$ cat config.mk
export PLATFORM = sky130hd
export DESIGN_NAME = uart_tx_flat
export DESIGN_NICKNAME = d
export VERILOG_FILES = /design/src/rtl/uart_pkg.sv /design/src/rtl/uart_tx_if.sv /design/src/rtl/uart_tx.sv /design/src/flat_wrapper.sv
export SDC_FILE = /design/constraint.sdc
export NUM_CORES = 1
export LEC_CHECK = 0
export CAP_MARGIN = 10
export CORE_MARGIN = 10
export CORE_UTILIZATION = 30
export CTS_BUF_LIST = sky130_fd_sc_hd__clkbuf_16
export CTS_CLUSTER_SIZE = 30
export DETAILED_ROUTE_END_ITERATION = 10
export DONT_BUFFER_PORTS = 1
export GPL_TIMING_DRIVEN = 0
export PLACE_DENSITY = 0.55
export SLEW_MARGIN = 20
export SYNTH_ARGS = -nofsm -noshare
export SYNTH_HDL_FRONTEND = slang
export SYNTH_SLANG_ARGS = --single-unit
$ cat constraint.sdc
create_clock -name clk -period 3.5 [get_ports clk]
set_clock_uncertainty 0.2 [all_clocks]
set_input_delay 0.875 -clock clk [delete_from_list [all_inputs] [get_ports clk]]
set_output_delay 0.875 -clock clk [all_outputs]
set_load 0.01 [all_outputs]
$ cat src/rtl/uart_pkg.sv
// Definitions shared by the UART transmitter and receiver: state encoding,
// default frame geometry and a constant-width helper.
package uart_pkg;

  localparam int OS_RATE_DEF = 16;
  localparam int DATA_W_DEF  = 8;

  typedef enum logic [1:0] {
    IDLE  = 2'd0,
    START = 2'd1,
    DATA  = 2'd2,
    STOP  = 2'd3
  } uart_state_t;

  // Ceiling log2; returns 0 for n <= 1, so callers clamp to 1 where a width is needed.
  function automatic int clog2(input int n);
    int r;
    int v;
    r = 0;
    v = n - 1;
    while (v > 0) begin
      r++;
      v = v >> 1;
    end
    return r;
  endfunction

endpackage

$ cat src/rtl/uart_tx_if.sv
// Word handshake into the UART transmitter: the producer drives data/valid,
// the transmitter answers with ready when its holding register is free.
interface uart_tx_if #(
  parameter int DATA_W = 8
) ();

  logic [DATA_W-1:0] tx_data;
  logic              tx_valid;
  logic              tx_ready;

  modport master (
    output tx_data,
    output tx_valid,
    input  tx_ready
  );

  modport slave (
    input  tx_data,
    input  tx_valid,
    output tx_ready
  );

endinterface

$ cat src/rtl/uart_tx.sv
// UART transmitter: one-entry holding register feeding an MSB-first frame
// serialiser timed by the shared oversampling baud_tick strobe.
module uart_tx
  import uart_pkg::*;
#(
  parameter int DATA_W    = DATA_W_DEF,
  parameter int OS_RATE   = OS_RATE_DEF,
  parameter int STOP_BITS = 1
) (
  input  logic     clk,
  input  logic     rst,
  input  logic     baud_tick,
  uart_tx_if.slave bus,
  output logic     tx,
  output logic     tx_busy,
  output logic     tx_done
);

  localparam int CNT_W = (clog2(OS_RATE * STOP_BITS) < 1) ? 1 : clog2(OS_RATE * STOP_BITS);
  localparam int BIT_W = (clog2(DATA_W) < 1) ? 1 : clog2(DATA_W);

  localparam logic [CNT_W-1:0] BIT_LAST  = CNT_W'(OS_RATE - 1);
  localparam logic [CNT_W-1:0] STOP_LAST = CNT_W'(OS_RATE * STOP_BITS - 1);
  localparam logic [BIT_W-1:0] DATA_LAST = BIT_W'(DATA_W - 1);

  logic [DATA_W-1:0] hold_p0;
  logic              vld_p0;
  logic              vld_p0_nxt;
  logic              accept;
  logic              load;

  uart_state_t       state_p1;
  uart_state_t       state_p1_nxt;
  logic [DATA_W-1:0] shift_p1;
  logic [DATA_W-1:0] shift_p1_nxt;
  logic [CNT_W-1:0]  tick_cnt;
  logic [CNT_W-1:0]  tick_cnt_nxt;
  logic [BIT_W-1:0]  bit_cnt;
  logic [BIT_W-1:0]  bit_cnt_nxt;
  logic              tx_nxt;
  logic              done_nxt;

  assign accept       = bus.tx_valid && !vld_p0;
  assign bus.tx_ready = !vld_p0;
  assign tx_busy      = (state_p1 != IDLE);

  // Stage p0 -> p1: the holding register is freed on the same edge the frame starts.
  always_comb begin
    state_p1_nxt = state_p1;
    shift_p1_nxt = shift_p1;
    tick_cnt_nxt = tick_cnt;
    bit_cnt_nxt  = bit_cnt;
    tx_nxt       = tx;
    done_nxt     = 1'b0;
    load         = 1'b0;

    unique case (state_p1)
      IDLE: begin
        tx_nxt = 1'b1;
        if (vld_p0) begin
          load         = 1'b1;
          shift_p1_nxt = hold_p0;
          tick_cnt_nxt = '0;
          bit_cnt_nxt  = '0;
          tx_nxt       = 1'b0;
          state_p1_nxt = START;
        end
      end

      START: begin
        if (baud_tick) begin
          if (tick_cnt == BIT_LAST) begin
            tick_cnt_nxt = '0;
            bit_cnt_nxt  = '0;
            tx_nxt       = shift_p1[DATA_W-1];
            shift_p1_nxt = shift_p1 << 1;
            state_p1_nxt = DATA;
          end else begin
            tick_cnt_nxt = tick_cnt + 1'b1;
          end
        end
      end

      DATA: begin
        if (baud_tick) begin
          if (tick_cnt == BIT_LAST) begin
            tick_cnt_nxt = '0;
            if (bit_cnt == DATA_LAST) begin
              tx_nxt       = 1'b1;
              state_p1_nxt = STOP;
            end else begin
              bit_cnt_nxt  = bit_cnt + 1'b1;
              tx_nxt       = shift_p1[DATA_W-1];
              shift_p1_nxt = shift_p1 << 1;
            end
          end else begin
            tick_cnt_nxt = tick_cnt + 1'b1;
          end
        end
      end

      STOP: begin
        if (baud_tick) begin
          if (tick_cnt == STOP_LAST) begin
            tick_cnt_nxt = '0;
            done_nxt     = 1'b1;
            state_p1_nxt = IDLE;
          end else begin
            tick_cnt_nxt = tick_cnt + 1'b1;
          end
        end
      end

      default: state_p1_nxt = IDLE;
    endcase

    vld_p0_nxt = vld_p0;
    if (load) begin
      vld_p0_nxt = 1'b0;
    end else if (accept) begin
      vld_p0_nxt = 1'b1;
    end
  end

  always_ff @(posedge clk) begin
    if (rst) begin
      state_p1 <= IDLE;
      tick_cnt <= '0;
      bit_cnt  <= '0;
      tx       <= 1'b1;
      tx_done  <= 1'b0;
      vld_p0   <= 1'b0;
    end else begin
      state_p1 <= state_p1_nxt;
      tick_cnt <= tick_cnt_nxt;
      bit_cnt  <= bit_cnt_nxt;
      tx       <= tx_nxt;
      tx_done  <= done_nxt;
      vld_p0   <= vld_p0_nxt;
    end
  end

  // Data registers carry no reset; vld_p0 and the FSM state qualify them.
  always_ff @(posedge clk) begin
    if (accept) begin
      hold_p0 <= bus.tx_data;
    end
    shift_p1 <= shift_p1_nxt;
  end

endmodule
$ cat src/flat_wrapper.sv
// flat-port wrapper written by rule: the top's interface ports become plain ports
module uart_tx_flat import uart_pkg::*;
#(
  parameter int DATA_W    = DATA_W_DEF,
  parameter int OS_RATE   = OS_RATE_DEF,
  parameter int STOP_BITS = 1
)
  (clk, rst, baud_tick, tx, tx_busy, tx_done, bus_tx_data, bus_tx_valid, bus_tx_ready);
  uart_tx_if #(.DATA_W(DATA_W)) bus_i ();
  input  logic clk;
  input  logic rst;
  input  logic baud_tick;
  output logic tx;
  output logic tx_busy;
  output logic tx_done;
  input wire logic [$bits(bus_i.tx_data)-1:0] bus_tx_data;
  input wire logic [$bits(bus_i.tx_valid)-1:0] bus_tx_valid;
  output wire logic [$bits(bus_i.tx_ready)-1:0] bus_tx_ready;
  assign bus_i.tx_data = bus_tx_data;
  assign bus_i.tx_valid = bus_tx_valid;
  assign bus_tx_ready = bus_i.tx_ready;
  uart_tx #(.DATA_W(DATA_W), .OS_RATE(OS_RATE), .STOP_BITS(STOP_BITS)) u_core (.clk(clk), .rst(rst), .baud_tick(baud_tick), .bus(bus_i), .tx(tx), .tx_busy(tx_busy), .tx_done(tx_done));
endmodule
==> impl_metrics.csv, run 1 <==
group,metric,value,unit
run_status,status,"complete, no violations",
clock_tree,cts_max_path_buffers,2,
logic_synthesis,synth_area_leaders,"edfxtp_1, dfxtp_1, ha_1",
clock_tree,cts_root_buf,"clkbuf_16",
logic_synthesis,yosysMostFrequentCell,"edfxtp_1",
setup_path,rr_startpoint,"u_core.state_p1[0]",
timing,fin_setup_tns,0,ns
clock_tree,worst_skew_pair.late_latency,0.26,ns
cells_and_area,seqCellArea,721,um2
logic_synthesis,synth_compound_area_share,13.4,%
place,place.gp.congestion,0.805,
setup_path,r2r-end,"u_core.shift_p1[1]",
routing,drtIter0Drc,37,
place,dp_cells,156,
timing,worst_slew_margin_rel,46.7,%
routing,vias_per_cell,5.13,
global_routing,grt_pass1_vias,861,
logic_synthesis,synth_warnings,0,
min_path,hold_path_depth,2,
min_path,whs_endpoint,"u_core.bit_cnt[2]",
global_routing,grt_pass1_wl,4070,um
place,place_ws,0.842,ns
logic_synthesis,synth_cell_types,30,
setup_path,critPathKind,"register to register",
logic_synthesis,synth_nets,128,
logic_synthesis,synth_top_family_by_area,"compound AO/OA/AOI/OAI gates",
setup_path,endpoint_kind,"register",
logic_synthesis,syn_avg_cell_area,12.2,um2
floorplan,die_area,7340,um2
setup_path,worstSetupStartpoint,"u_core.state_p1[0]",
timing,fin_ws,0.896,ns
clock_tree,cts_htree_levels,1,
pwr,power.density,817,nW/um2
clock_tree,post-cts-setup-buffers,0,
logic_synthesis,synth_fa_ha_area_share,9.66,%
pwr,worst_ir_drop_vdd,0.000363,V
place,dpl.hpwl,1790,um
floorplan,design.core.area,4090,um2
logic_synthesis,ys_seq_elements,28,
logic_synthesis,async_flop_share,0,%
setup_path,reg2regPathDepth,5,
cells_and_area,multi_input_area,544,um2
setup_path,required,3.20,ns
timing,timing.final.crit_share,74.4,%
cells_and_area,synthToLayoutAreaGrowth,12.9,%
timing,worst_pin_slew,0.798,ns
clock_tree,cts_tree,"yes",
logic_synthesis,synth_area_leader_cell,"edfxtp_1",
timing,fmax,384,MHz
routing,route.detailed.drc,0,
logic_synthesis,synthCells,106,
global_routing,grt_max_degree,17,
clock_tree,clkTransAtPathRegs,0.07,ns
timing,setup_viol,0,
cells_and_area,fillers,414,
logic_synthesis,yosys.area_share.simple,10.7,%
logic_synthesis,synth-edff-count,16,
clock_tree,cts-buffers-inserted,3,
routing,wl_per_cell,14.8,um
timing,hold_viol,0,
logic_synthesis,ys.flop_type,"edfxtp_1",
setup_path,cp_data_arrival_time,2.30,ns
min_path,min_path_type,"register to register",
setup_path,rrSetupSlack,0.90,ns
cells_and_area,nNetsFinal,133,
cells_and_area,drive_gt1_share,13.6,%
routing,drt_wl_total,2370,um
logic_synthesis,syn-cell-area,1290,um2
floorplan,initial_core_util,31.7,%
global_routing,grt-ovfl-total,0,
logic_synthesis,synth_xor_area_share,1.35,%
timing,fin_crit,2.60,ns
setup_path,cp-start-kind,"register",
floorplan,dieWidth,85.7,um
min_path,worstHoldStart,"u_core.bit_cnt[2]",
logic_synthesis,ys_top_cells_by_count,"edfxtp_1, dfxtp_1, ha_1",
floorplan,row_count,23,
timing,rsz0062_at_grt,"false",
floorplan,dieHeight,85.7,um
routing,dr_total_vias,821,
floorplan,ios,16,
timing,drv_slew,0,
pwr,p_leak,0.539,nW
clock_tree,clock_sinks,28,
cells_and_area,diodes,0,
global_routing,antenna_found_initial,0,
cells_and_area,final_cells,160,
clock_tree,cts_resized,0,
flow_run,drv_cap,0,
routing,postRouteAntennaNets,0,
logic_synthesis,ys_seq_area_share,55.7,%
place,io_buffers,0,
logic_synthesis,synth_top_area_share,37.1,%
setup_path,path_max_fanout,8,
logic_synthesis,synthMuxAreaShare,6.86,%
routing,firstDrtPassIters,4,
clock_tree,hold_buffers,0,
global_routing,grt_use_total,6.67,%
==> through the flow <==
step | total power, mW | utilization (%) | area, um2 | hold WS (ns)
finish | 1.19 | 35.8 | 1460 | 0.296
global route | 1.27 | 35.8 | 1460 | 0.329
CTS | 1.21 | 35.8 | 1460 | 0.295
detailed placement | 0.868 | 33.2 | 1360 | 0.282
global placement | 0.852 | 33.2 | 1360 | 0.270
floorplan | 0.785 | - | 1290 | 0.253
==> how the worst max path moves through the flow <==
stage                               to  slack (ns)  cells after the start
floorplan           u_core.shift_p1[0]        1.21                      5
global placement    u_core.shift_p1[0]        0.96                      5
detailed placement  u_core.shift_p1[1]        0.84                      5
CTS                 u_core.shift_p1[1]        0.84                      5
global route        u_core.shift_p1[3]        0.68                      5
finish              u_core.shift_p1[1]        0.90                      5
==> cell type report <==
type	instances	share of cell area (%)
buffer	2	0.513
clock buffer	3	5.13
clock inverter	1	2.05
inverter	6	1.54
multi-input combinational	70	37.2
sequential	28	49.3
tap	50	4.28
==> worst max-delay path, cell delays in order (launching register included) <==
cell	delay [ns]
dfxtp_1	0.40
inv_1	0.12
ha_1	0.31
or2_4	0.30
a211o_1	0.33
nor2_1	0.59
==> kinds of logic after synthesis <==
logic type | after synthesis
DFF | 28
buffers and inverters | 8
adders and majority gates | 10
and+or+nand+nor | 25
xor gates and xnor gates | 2
muxes | 8
AOI/OAI and AO/OA | 25
==> registers in the layout (all words and copies together), names as in the netlist <==
register         count
u_core.shift_p1      8
u_core.tick_cnt      4
u_core.vld_p0        1
u_core.hold_p0       8
u_core.tx_done       1
u_core.tx            1
u_core.bit_cnt       3
u_core.state_p1      2
==> per-layer routing <==
layer	share of wire, %	wire length [um]	up-vias	global-route usage, %
li1	-	-	398	-
met5	0	0	-	0
met1	44	1050	395	7.07
met2	47	1120	25	11.4
met4	0.46	11	0	1.50
met3	8.2	194	3	3.60
==> placed cells by master, fill, tap and decap left out, types with 2 or more instances in the layout <==
cell       count
edfxtp_1      16
dfxtp_1       12
ha_1          10
nor2_1         8
a21oi_1        8
mux2_2         7
inv_1          6
nor2b_1        4
o21ai_0        4
nand3_1        3
nand4_1        3
a211oi_1       3
clkbuf_16      3
a211o_1        2
clkbuf_1       2
xnor2_1        2
nand2b_1       2
==> power by group <==
group | internal, mW | leakage, nW | switching, mW | total [mW]
logic | 0.155 | 0.238 | 0.209 | 0.364
clock network | 0.228 | 0.0511 | 0.113 | 0.341
registers | 0.454 | 0.250 | 0.0357 | 0.489
total | 0.837 | 0.539 | 0.358 | 1.19
(Power assumes the default switching activity.)
==> run 2: changes to the inputs <==
--- a/config.mk
+++ b/config.mk
@@ -13,7 +13,7 @@
 export DETAILED_ROUTE_END_ITERATION = 10
 export DONT_BUFFER_PORTS = 1
 export GPL_TIMING_DRIVEN = 0
-export PLACE_DENSITY = 0.55
+export PLACE_DENSITY = 0.56
 export SLEW_MARGIN = 20
 export SYNTH_ARGS = -nofsm -noshare
 export SYNTH_HDL_FRONTEND = slang
==> constraint.sdc (replaced) <==
create_clock -name clk -period 2.2 [get_ports clk]
set_clock_uncertainty 0.2 [all_clocks]
set_input_delay 0.55 -clock clk [delete_from_list [all_inputs] [get_ports clk]]
set_output_delay 0.55 -clock clk [all_outputs]
set_load 0.01 [all_outputs]
==> impl_metrics.csv, run 2 (synthesis gave the netlist of run 1 again) <==
group,metric,value,unit
run_status,status,"complete, no violations",
setup_path,critPathMaxStageDelay,0.37,ns
timing,setup_viol,0,
place,dpl-instance-area,1360,um2
pwr,p_leak,0.544,nW
timing,fin_crit,2.12,ns
floorplan,dieWidth,85.7,um
min_path,min_path_type,"primary input to register",
floorplan,ios,16,
cells_and_area,synthToLayoutAreaGrowth,15.7,%
clock_tree,cts-buffers-inserted,3,
timing,worst_pin_slew,0.729,ns
flow_run,drv_cap,0,
global_routing,grt_max_degree,17,
pwr,worst_ir_drop_vdd,0.000680,V
global_routing,busiest_layer,"met2",
floorplan,row_count,23,
setup_path,rrSetupSlack,0.08,ns
setup_path,required,1.94,ns
floorplan,dieHeight,85.7,um
clock_tree,worst_skew_pair.late_latency,0.26,ns
setup_path,cp_data_arrival_time,1.87,ns
global_routing,grt_pass1_vias,850,
setup_path,critPathKind,"register to register",
global_routing,use_met1,7.90,%
pwr,power.density,1310,nW/um2
floorplan,die_area,7340,um2
global_routing,use_met2,10.1,%
timing,hold_viol,0,
clock_tree,hold_buffers,0,
setup_path,path_max_fanout,8,
cells_and_area,reg_top3,"u_core.hold_p0: 8 flops, u_core.shift_p1: 8 flops, u_core.tick_cnt: 4 flops",
routing,wl_per_cell,15.1,um
clock_tree,clkTransAtPathRegs,0.07,ns
setup_path,endpoint_kind,"register",
clock_tree,cts_htree_levels,1,
global_routing,grt-ovfl-total,0,
routing,route.detailed.drc,0,
place,dpl.hpwl,1770,um
place,io_buffers,0,
timing,worst_slew_margin_rel,51.3,%
setup_path,worstSetupStartpoint,"u_core.state_p1[0]",
clock_tree,cts_max_path_buffers,2,
floorplan,initial_core_util,31.7,%
setup_path,path_delay_family,"simple AND/OR/NAND/NOR gates",
routing,drtIter0Drc,75,
clock_tree,clock_sinks,28,
routing,firstDrtPassIters,4,
place,dp_cells,156,
floorplan,design.core.area,4090,um2
cells_and_area,final_cells,159,
cells_and_area,drive_gt1_share,20.2,%
clock_tree,cts_root_buf,"clkbuf_16",
setup_path,cp-start-kind,"register",
cells_and_area,diodes,0,
clock_tree,post-cts-setup-buffers,0,
global_routing,grt_use_total,6.59,%
setup_path,cpMaxStageDelayCell,"dfxtp_2",
setup_path,crit_buf_inv,1,
global_routing,antenna_found_initial,0,
cells_and_area,final_cell_mix,"edfxtp_1, dfxtp_1, ha_1",
routing,vias_per_cell,5.11,
cells_and_area,final_common_cell,"edfxtp_1",
clock_tree,cts_tree,"yes",
setup_path,cp_cell_sequence,"inv_1 -> ha_4 -> or2_4 -> a211o_4 -> nor2_4",
cells_and_area,nNetsFinal,132,
global_routing,grtUsageMet3,3.78,%
timing,fmax,471,MHz
min_path,worstHoldStart,"bus_tx_data[1]",
routing,postRouteAntennaNets,0,
routing,drt_wl_total,2400,um
routing,dr_total_vias,812,
cells_and_area,final_area,1500,um2
setup_path,rr_startpoint,"u_core.state_p1[0]",
timing,timing.final.crit_share,96.5,%
timing,drv_slew,0,
global_routing,grt_pass1_wl,4040,um
place,place.gp.congestion,0.681,
## run 2: timing repair
item / 4_1_cts / 5_1_grt
resized for setup: 3 / 5
hold endpoints to repair: 0 / 0
pin swaps: 1 / 1
endpoints found under the setup margin: 13 / 14
## run 2: routing by layer
layer / share of wire (%) / wire length [um]
met1: 46 / 1100
met2: 46 / 1100
met3: 8.2 / 196
met4: 0 / 0
met5: 0 / 0
## run 2: power by group
group          internal (mW)  switching [mW]  leakage [nW]
Sequential             0.724          0.0611         0.251
Clock                  0.362           0.173        0.0511
Combinational          0.286           0.358         0.242
## run 2: worst paths after layout
path                         to  cells past startpoint
max          u_core.shift_p1[6]                      5
min reg2reg   u_core.bit_cnt[2]                      2
max reg2reg  u_core.shift_p1[6]                      5
min           u_core.hold_p0[1]                      0
## run 2: through the flow
| step | setup TNS (ns) | util [%] | worst slack [ns] | total power [mW] | hold slack (ns) |
|---|---|---|---|---|---|
| 3_5_place_dp | -2.05 | 33.3 | -0.250 | 1.39 | 0.293 |
| 2_1_floorplan | 0 | - | 0.0490 | 1.25 | 0.253 |
| 3_3_place_gp | -1.48 | 33.3 | -0.186 | 1.36 | 0.263 |
| 5_1_grt | -0.0447 | 36.7 | -0.00687 | 2.10 | 0.170 |
| 6_report | 0 | 36.7 | 0.0769 | 1.96 | 0.183 |
| 4_1_cts | 0 | 36.0 | 0.0434 | 1.94 | 0.177 |
## run 2: final cells by class
| type | count | area [um2] |
|---|---|---|
| fill | 409 | 2590 |
| sequential | 28 | 723 |
| multi-input combinational | 70 | 581 |
| clock buffer | 3 | 75.1 |
| tap | 50 | 62.6 |
| clock inverter | 1 | 30.0 |
| inverter | 6 | 22.5 |
| buffer | 1 | 3.75 |
==> run 3: changes to the inputs <==
--- a/config.mk
+++ b/config.mk
@@ -7,13 +7,14 @@
 export LEC_CHECK = 0
 export CAP_MARGIN = 10
 export CORE_MARGIN = 10
-export CORE_UTILIZATION = 30
+export CORE_UTILIZATION = 55
 export CTS_BUF_LIST = sky130_fd_sc_hd__clkbuf_16
 export CTS_CLUSTER_SIZE = 30
 export DETAILED_ROUTE_END_ITERATION = 10
 export DONT_BUFFER_PORTS = 1
 export GPL_TIMING_DRIVEN = 0
-export PLACE_DENSITY = 0.56
+export PLACE_DENSITY = 0.84
+export RECOVER_POWER = 100
 export SLEW_MARGIN = 20
 export SYNTH_ARGS = -nofsm -noshare
 export SYNTH_HDL_FRONTEND = slang
==> impl_metrics.csv, run 3 (synthesis gave the netlist of run 1 again) <==
group,metric,value,unit
timing,drv_slew,0,
global_routing,grt-ovfl-total,0,
setup_path,reg2regPathDepth,5,
setup_path,critPathKind,"register to register",
place,dpl.hpwl,1650,um
pwr,power.density,1320,nW/um2
floorplan,dieHeight,68.5,um
cells_and_area,synthToLayoutAreaGrowth,12.6,%
routing,postRouteAntennaNets,0,
clock_tree,cts_max_path_buffers,2,
global_routing,grt_use_total,10.5,%
pwr,pwr-share-comb,31.4,%
min_path,hold_path_depth,0,
routing,firstDrtPassIters,4,
floorplan,row_count,17,
timing,rsz0062_at_grt,"false",
clock_tree,clkTransAtPathRegs,0.07,ns
setup_path,required,1.95,ns
setup_path,cp_data_arrival_time,1.82,ns
min_path,min_path_type,"primary input to register",
pwr,switching_share,29.3,%
routing,vias_per_cell,5.81,
global_routing,grt_max_degree,17,
clock_tree,cts_tree,"yes",
run_status,status,"complete, no violations",
timing,worst_slew_margin_rel,53.7,%
pwr,p_leak,0.548,nW
global_routing,grt_pass1_wl,3780,um
clock_tree,post-cts-setup-buffers,0,
pwr,seq_power_share,41.1,%
routing,drtIter0Drc,65,
pwr,p_int,1.35,mW
clock_tree,clock_sinks,28,
cells_and_area,reg_top3,"u_core.hold_p0: 8 flops, u_core.shift_p1: 8 flops, u_core.tick_cnt: 4 flops",
cells_and_area,final_area,1460,um2
timing,timing.final.crit_share,94.3,%
pwr,worst_ir_drop_vdd,0.000850,V
flow_run,drv_cap,0,
pwr,total_power,1.92,mW
global_routing,grt_pass1_vias,796,
cells_and_area,nNetsFinal,132,
clock_tree,cts_htree_levels,1,
cells_and_area,final_cells,137,
floorplan,initial_core_util,58.0,%
floorplan,die_area,4700,um2
timing,worst_pin_slew,0.693,ns
setup_path,rrSetupSlack,0.12,ns
floorplan,design.core.area,2230,um2
place,dpl-instance-area,1330,um2
min_path,whs_endpoint,"u_core.hold_p0[0]",
clock_tree,cts_root_buf,"clkbuf_16",
timing,fin_setup_tns,0,ns
place,place.gp.congestion,0.728,
place,dp_cells,134,
floorplan,ios,16,
cells_and_area,diodes,0,
cells_and_area,final_common_cell,"edfxtp_1",
routing,dr_total_vias,796,
cells_and_area,final_util,65.3,%
routing,route.detailed.drc,0,
routing,wl_per_cell,16.1,um
place,io_buffers,0,
cells_and_area,final_cell_mix,"edfxtp_1, dfxtp_1, ha_1",
setup_path,endpoint_kind,"register",
routing,drt_wl_total,2200,um
timing,setup_viol,0,
cells_and_area,fillers,175,
cells_and_area,drive_gt1_share,18.3,%
min_path,worstHoldStart,"bus_tx_data[0]",
timing,fmax,482,MHz
setup_path,r2r-end,"u_core.shift_p1[1]",
clock_tree,worst_skew_pair.late_latency,0.26,ns
timing,fin_crit,2.08,ns
pwr,clkPwrFrac,27.5,%
setup_path,path_max_fanout,8,
pwr,p_switching,562,uW
clock_tree,cts-buffers-inserted,3,
floorplan,dieWidth,68.5,um
global_routing,antenna_found_initial,0,
timing,hold_viol,0,
setup_path,rr_startpoint,"u_core.state_p1[0]",
setup_path,cp-start-kind,"register",
-- run 3: layout make-up --
type                            count  area (um2)  area share (%)
Buffer                              1        3.75           0.258
Clock buffer                        3        75.1            5.15
Clock inverter                      1        30.0            2.06
Inverter                            6        22.5            1.55
Multi-Input combinational cell     70         566            38.8
Sequential cell                    28         726            49.8
Tap cell                           28        35.0            2.40
-- run 3: repair_timing --
item,CTS,global route
resized for setup,3,6
setup endpoints to repair,10,11
pin swaps,1,2
hold buffers,0,0
-- run 3: worst max-delay path by stage --
stage	slack [ns]	cells past startpoint	from	end
2_1_floorplan	0.05	5	u_core.state_p1[0]	u_core.shift_p1[0]
3_3_place_gp	-0.20	5	u_core.state_p1[0]	u_core.shift_p1[1]
3_5_place_dp	-0.23	5	u_core.state_p1[0]	u_core.shift_p1[0]
4_1_cts	0.04	5	u_core.state_p1[1]	u_core.shift_p1[2]
5_1_grt	0.04	5	u_core.state_p1[0]	u_core.shift_p1[0]
6_report	0.12	5	u_core.state_p1[0]	u_core.shift_p1[1]
-- run 3: power by group through the flow --
stage / clock network [mW] / registers, mW / logic (mW)
2_1_floorplan: 0 / 0.772 / 0.482
3_3_place_gp: 0 / 0.784 / 0.565
3_5_place_dp: 0 / 0.791 / 0.582
4_1_cts: 0.534 / 0.781 / 0.594
5_1_grt: 0.554 / 0.799 / 0.676
6_report: 0.527 / 0.787 / 0.603
-- run 3: per-stage QoR --
step / hold slack [ns] / setup WS, ns
after global routing: 0.173 / 0.0387
final: 0.183 / 0.124
after detailed placement: 0.292 / -0.228
after floorplan: 0.253 / 0.0490
after global placement: 0.264 / -0.200
after CTS: 0.180 / 0.0384
-- run 3: critical path, stage by stage (launching register included) --
cell and delay [ns]:
dfxtp_2 0.38, inv_2 0.09, ha_1 0.24, o21ba_1 0.22
a211o_2 0.38, nor2_4 0.26
-- run 3: layer usage --
metal	vias up	wire length, um	global-route usage [%]
met2	13	1150	16.8
met3	2	86	3.38
met4	0	17	5.03
li1	400	-	-
met1	381	946	12.5
met5	-	0	0
